`src/rtl/xbus_responder.sv`:
```
// xbus_responder: MCX XBus far-end responder with saturating TX/RX FIFOs; XBUS_SLX_EN adds bus_wake.
module xbus_responder #(
  parameter int DATA_W  = 11,
  parameter int DEPTH   = 4,
  parameter int MAX_MAG = 999
) (
  input  logic                     clk,
  input  logic                     nrst,
  input  logic                     bus_req,
  input  logic                     bus_wr,
  input  logic signed [DATA_W-1:0] bus_wdata,
  output logic                     bus_ack,
  output logic signed [DATA_W-1:0] bus_rdata,
  output logic                     dev_out_valid,
  output logic signed [DATA_W-1:0] dev_out_data,
  input  logic                     dev_out_ready,
  input  logic                     dev_in_valid,
  input  logic signed [DATA_W-1:0] dev_in_data,
  output logic                     dev_in_ready
`ifdef XBUS_SLX_EN
  ,
  output logic                     bus_wake
`endif
);
  localparam int AW = $clog2(DEPTH);
  localparam logic [AW:0] FULL = (AW+1)'(DEPTH);
  localparam logic signed [DATA_W-1:0] MAXV = DATA_W'(MAX_MAG);
  localparam logic signed [DATA_W-1:0] MINV = -MAXV;
  typedef enum logic [1:0] {IDLE, WAIT_WR, WAIT_RD, ACK} state_t;
  state_t state;
  logic signed [DATA_W-1:0] tx_mem [DEPTH];
  logic signed [DATA_W-1:0] rx_mem [DEPTH];
  logic [AW-1:0] tx_wp, tx_rp, rx_wp, rx_rp;
  logic [AW:0] tx_cnt, rx_cnt, tx_cnt_nxt, rx_cnt_nxt;
  logic tx_push, tx_pop, rx_push, rx_pop;
  function automatic logic signed [DATA_W-1:0] sat(input logic signed [DATA_W-1:0] v);
    return v > MAXV ? MAXV : v < MINV ? MINV : v;
  endfunction
  // Full/empty decisions use registered counts only, so a same-cycle pop never unblocks a push.
  always_comb begin
    tx_push    = tx_cnt != FULL && ((state == IDLE && bus_req && bus_wr) || state == WAIT_WR);
    rx_pop     = rx_cnt != '0 && ((state == IDLE && bus_req && !bus_wr) || state == WAIT_RD);
    tx_pop     = dev_out_valid && dev_out_ready;
    rx_push    = dev_in_valid && dev_in_ready;
    tx_cnt_nxt = tx_cnt + (AW+1)'(tx_push) - (AW+1)'(tx_pop);
    rx_cnt_nxt = rx_cnt + (AW+1)'(rx_push) - (AW+1)'(rx_pop);
  end
  assign dev_out_valid = tx_cnt != '0;
  assign dev_out_data  = dev_out_valid ? tx_mem[tx_rp] : '0;
  assign dev_in_ready  = rx_cnt != FULL;
  always_ff @(posedge clk) begin
    if (!nrst) begin
      state     <= IDLE;
      bus_ack   <= 1'b0;
      bus_rdata <= '0;
      tx_wp     <= '0;
      tx_rp     <= '0;
      rx_wp     <= '0;
      rx_rp     <= '0;
      tx_cnt    <= '0;
      rx_cnt    <= '0;
`ifdef XBUS_SLX_EN
      bus_wake  <= 1'b0;
`endif
    end else begin
      bus_ack <= tx_push || rx_pop;
      state   <= (tx_push || rx_pop) ? ACK :
                 (state == IDLE && bus_req) ? (bus_wr ? WAIT_WR : WAIT_RD) :
                 (state == ACK) ? IDLE : state;
      if (tx_push) tx_wp <= tx_wp + 1'b1;
      if (tx_pop) tx_rp <= tx_rp + 1'b1;
      if (rx_push) rx_wp <= rx_wp + 1'b1;
      if (rx_pop) begin
        rx_rp     <= rx_rp + 1'b1;
        bus_rdata <= rx_mem[rx_rp];
      end
      tx_cnt <= tx_cnt_nxt;
      rx_cnt <= rx_cnt_nxt;
`ifdef XBUS_SLX_EN
      bus_wake <= rx_cnt_nxt != '0;
`endif
    end
  end
  always_ff @(posedge clk) begin
    if (tx_push) tx_mem[tx_wp] <= sat(bus_wdata);
    if (rx_push) rx_mem[rx_wp] <= sat(dev_in_data);
  end
endmodule

```
`config.mk`:
```
export PLATFORM = sky130hd
export DESIGN_NAME = xbus_responder
export DESIGN_NICKNAME = d
export VERILOG_FILES = /design/src/rtl/xbus_responder.sv
export SDC_FILE = /design/constraint.sdc
export NUM_CORES = 1
export LEC_CHECK = 0
export CORE_MARGIN = 8
export CORE_UTILIZATION = 25
export CTS_BUF_LIST = sky130_fd_sc_hd__clkbuf_16
export DETAILED_ROUTE_END_ITERATION = 7
export DONT_BUFFER_PORTS = 1
export PLACE_DENSITY = 0.47
export SYNTH_ARGS = -nofsm -noshare
export SYNTH_HDL_FRONTEND = slang
export SYNTH_SLANG_ARGS = --single-unit
```
`constraint.sdc`:
```
create_clock -name clk -period 3.7 [get_ports clk]
set_clock_uncertainty 0.1 [all_clocks]
set_input_delay 0.925 -clock clk [delete_from_list [all_inputs] [get_ports clk]]
set_output_delay 0.925 -clock clk [all_outputs]
set_load 0.01 [all_outputs]
```
==> flow_summary.ini <==
[global_route]
grt_first_pass_wirelength_mm = 17.2
overflow = 0
grt_util_met1 = 0.0951
use_met2 = 0.147
grt_use_total = 0.0884
gr-usage-met3 = 0.0434
grt_max_degree = 42
grt-busiest-layer = met2
grt_pass1_vias = 3088
antenna_found_initial = 0

[floorplan]
start_util = 0.254
fp.dieArea_sq_um = 25400
num_rows = 52
coreArea_sq_um = 20200
fp.dieW_um = 159
dieHeight_um = 159
ios = 53

[drt]
drtPass1Iterations = 4
route.detailed.drc = 0
via_per_inst = 4.49
ant_nets = 0
wire_per_inst_um = 16.5
wirelength_mm = 10.7
dr.first_iter.drc_count = 128
num_vias = 2902

[final_layout]
syn2layout_area_growth_pct = 16.7
final_cells = 647
regArea_sq_um = 3240
antennaDiodeCount = 0
drive_above_1_share = 0.154
fill_cells = 2005
multiInputGateArea_sq_um = 1680
fin_util = 0.297
design_area_sq_um = 6000
nNetsFinal = 408

[sta]
period_share = 0.736
fmax_mhz = 367
setup_violations = 0
rsz0062_at_grt = false
fin_crit_ns = 2.72
hold_viol_final = 0
finalMaxSlewViolations = 0
fin_hold_ws_ns = 0.405
finalSetupTns_ns = 0
tightest_slew_ns = 0.905
max_slew_margin = 0.396

[pwr]
p_leak_nw = 2.01
internal_power_mw = 3.08
switchingPower_mw = 1.36
swShare = 0.306
ir_drop_mv = 0.367
power_frac_comb = 0.218
clockPowerShare = 0.358
seqPwrFrac = 0.423
power.density_nw_per_um2 = 741

[clock_network]
cts_resized = 0
clk_pin_slew_worst_paths_ns = 0.05
worstSkewPairLatency_ns = 0.41
cts_buffers = 17
cts_max_path_buffers = 2
h-tree-depth = 4
cts_hold_buf = 0
post-cts-setup-buffers = 0
cts_tree = yes
clock-sinks = 118
cts-root-buf = clkbuf_16

[min_path]
hp-start = tx_wp[0]$_SDFFE_PN0P_
hold_class = flip-flop to flip-flop
whs_endpoint = tx_wp[0]$_SDFFE_PN0P_
hold_depth = 2

[worst_setup_path]
ff2ff_setup_slack_ns = 1.06
cp_top_family = multiplexers
crit_path_end_kind = primary output
required_ns = 2.67
critPathMaxFanout = 11
rr_startpoint = state[1]$_SDFFE_PN0P_
path_cells = buf_4, mux4_2, nor2b_1
critPathBufInv = 1
arrival_ns = 1.70
cp-start-kind = flip-flop
crit_type = flip-flop to primary output
rr_worst_depth = 9
critPathSlowestCell = mux4_2
timing.rr.end = rx_cnt[2]$_SDFF_PN0_
slowest_delay_ns = 0.55

[placement]
dp_cells = 615
io_buffers = 0
dp_hpwl_mm = 7.37
place_area_sq_um = 5420
globalplace.congestion = 0.729

[yosys]
yosysWarnings = 0
synth_cell_type_count = 38
synth_fa_ha_area_frac = 0.0419
async_flop_share = 0
synth_top_family_by_area = multiplexers
synthMuxAreaShare = 0.106
syn_nets = 405
synth_edf_count = 88
yosysTopAreaCell = edfxtp_1
synth-seq-cells = 118
synthSimpleGateAreaFrac = 0.0820
synth_area_leaders = edfxtp_1, dfxtp_1, mux4_2
syn_avg_cell_area_sq_um = 14.2
synth_top_cell_area_share = 0.514
synth_compound_area_frac = 0.0854
syn_area_sq_um = 5140
syn_inst = 361
synth_xor_area_frac = 0.0102
synth_ff_type = edfxtp_1
ys_seq_area_frac = 0.631

[run_status]
status = complete, no violations

[run]
cap_violations = 0
-- layout by cell type, fill, tap and decap left out, types with 2 or more instances in the layout --
cell	synthesis	final
o21ai_0	14	14
nor3_1	4	4
ha_1	14	14
nor2_1	9	9
buf_4	1	5
a211oi_2	2	2
nand4_1	2	2
nand2_1	21	21
clkinvlp_4	0	6
bufinv_16	0	2
o211ai_1	11	11
nand2b_1	2	2
mux2i_1	4	4
xor2_1	3	3
edfxtp_1	88	88
and2_1	10	10
and3_1	4	4
inv_1	33	33
mux4_2	19	19
nand3_1	13	13
clkbuf_16	0	17
fa_1	2	2
or4_1	2	2
a21o_1	2	2
a41o_1	2	2
dfxtp_1	30	30
mux4_1	3	3
nor2b_1	14	14
clkinv_4	0	4
o2111ai_1	11	11
o311ai_0	3	3
xnor2_1	3	3
o21a_1	7	7
a21oi_1	4	4
-- synth_stat cells, types with 3 or more instances --
master,n
clkbuf_1,10
mux4_2,19
buf_1,3
inv_1,33
nand3_1,13
o21ai_0,14
nor2_1,9
o311ai_0,3
nand2_1,21
mux2i_1,4
nor2b_1,14
xnor2_1,3
a21oi_1,4
and2_1,10
and3_1,4
mux4_1,3
xor2_1,3
o211ai_1,11
ha_1,14
o21a_1,7
nor3_1,4
o2111ai_1,11
dfxtp_1,30
buf_2,6
edfxtp_1,88
-- power groups by stage --
| stage | combinational [mW] | clock [mW] | sequential, mW |
|---|---|---|---|
| 2_1_floorplan | 0.808 | 0 | 1.81 |
| 3_3_place_gp | 0.974 | 0 | 1.92 |
| 3_5_place_dp | 1.00 | 0 | 1.92 |
| 4_1_cts | 1.00 | 1.63 | 1.90 |
| 5_1_grt | 1.10 | 1.69 | 1.92 |
| 6_report | 0.971 | 1.59 | 1.88 |
-- state kept, by name (all words and copies together), names as in the netlist, 3 cells and up, named ones only --
| signal | count |
|---|---|
| rx_mem | 44 |
| rx_cnt | 3 |
| tx_cnt | 3 |
| tx_mem | 44 |
| bus_rdata | 11 |
-- logic make-up (layout without fill, tap and decap cells) --
logic type	after synthesis	after routing
simple gates	82	82
xor+xnor	6	6
mux	26	26
buf+inv	54	70
compound gates	59	59
fa+ha+maj	16	16
flops	118	118
-- how the worst max path moves through the flow --
stage                          from                   end  slack [ns]  depth (start not counted)
after floorplan              bus_wr  tx_cnt[2]$_SDFF_PN0_        0.72                         10
after global placement       bus_wr  tx_cnt[2]$_SDFF_PN0_        0.77                         11
after detailed placement     bus_wr  tx_cnt[2]$_SDFF_PN0_        0.72                         11
after CTS                 flip-flop       dev_out_data[1]        0.92                          2
after global routing      flip-flop       dev_out_data[6]        0.88                          3
final                     flip-flop       dev_out_data[3]        0.98                          3
-- area by class of cell --
| class | count | area share |
|---|---|---|
| Clock buffer | 17 | 0.0709 |
| Clock inverter | 15 | 0.0263 |
| Sequential cell | 118 | 0.540 |
| Inverter | 33 | 0.0206 |
| Multi-Input combinational cell | 189 | 0.279 |
| Timing Repair Buffer | 5 | 0.00626 |
| Tap cell | 270 | 0.0563 |
-- per-layer routing --
layer,part of all wire,wire (um),vias up
met1,0.41,4410,1443
li1,-,-,1363
met3,0.092,979,14
met2,0.48,5160,82
met5,0,0,-
met4,0.012,129,0
-- worst min-delay path, stage by stage (launching register included) --
cell	delay [ns]
dfxtp_1	0.33
nand2_1	0.06
mux2i_1	0.06
-- stage by stage --
stage	setup WS, ns	power (mW)
after floorplan	0.715	2.62
final	0.977	4.45
after global placement	0.768	2.89
after global routing	0.875	4.71
after CTS	0.922	4.53
after detailed placement	0.723	2.92
(Power assumes the default switching activity.)
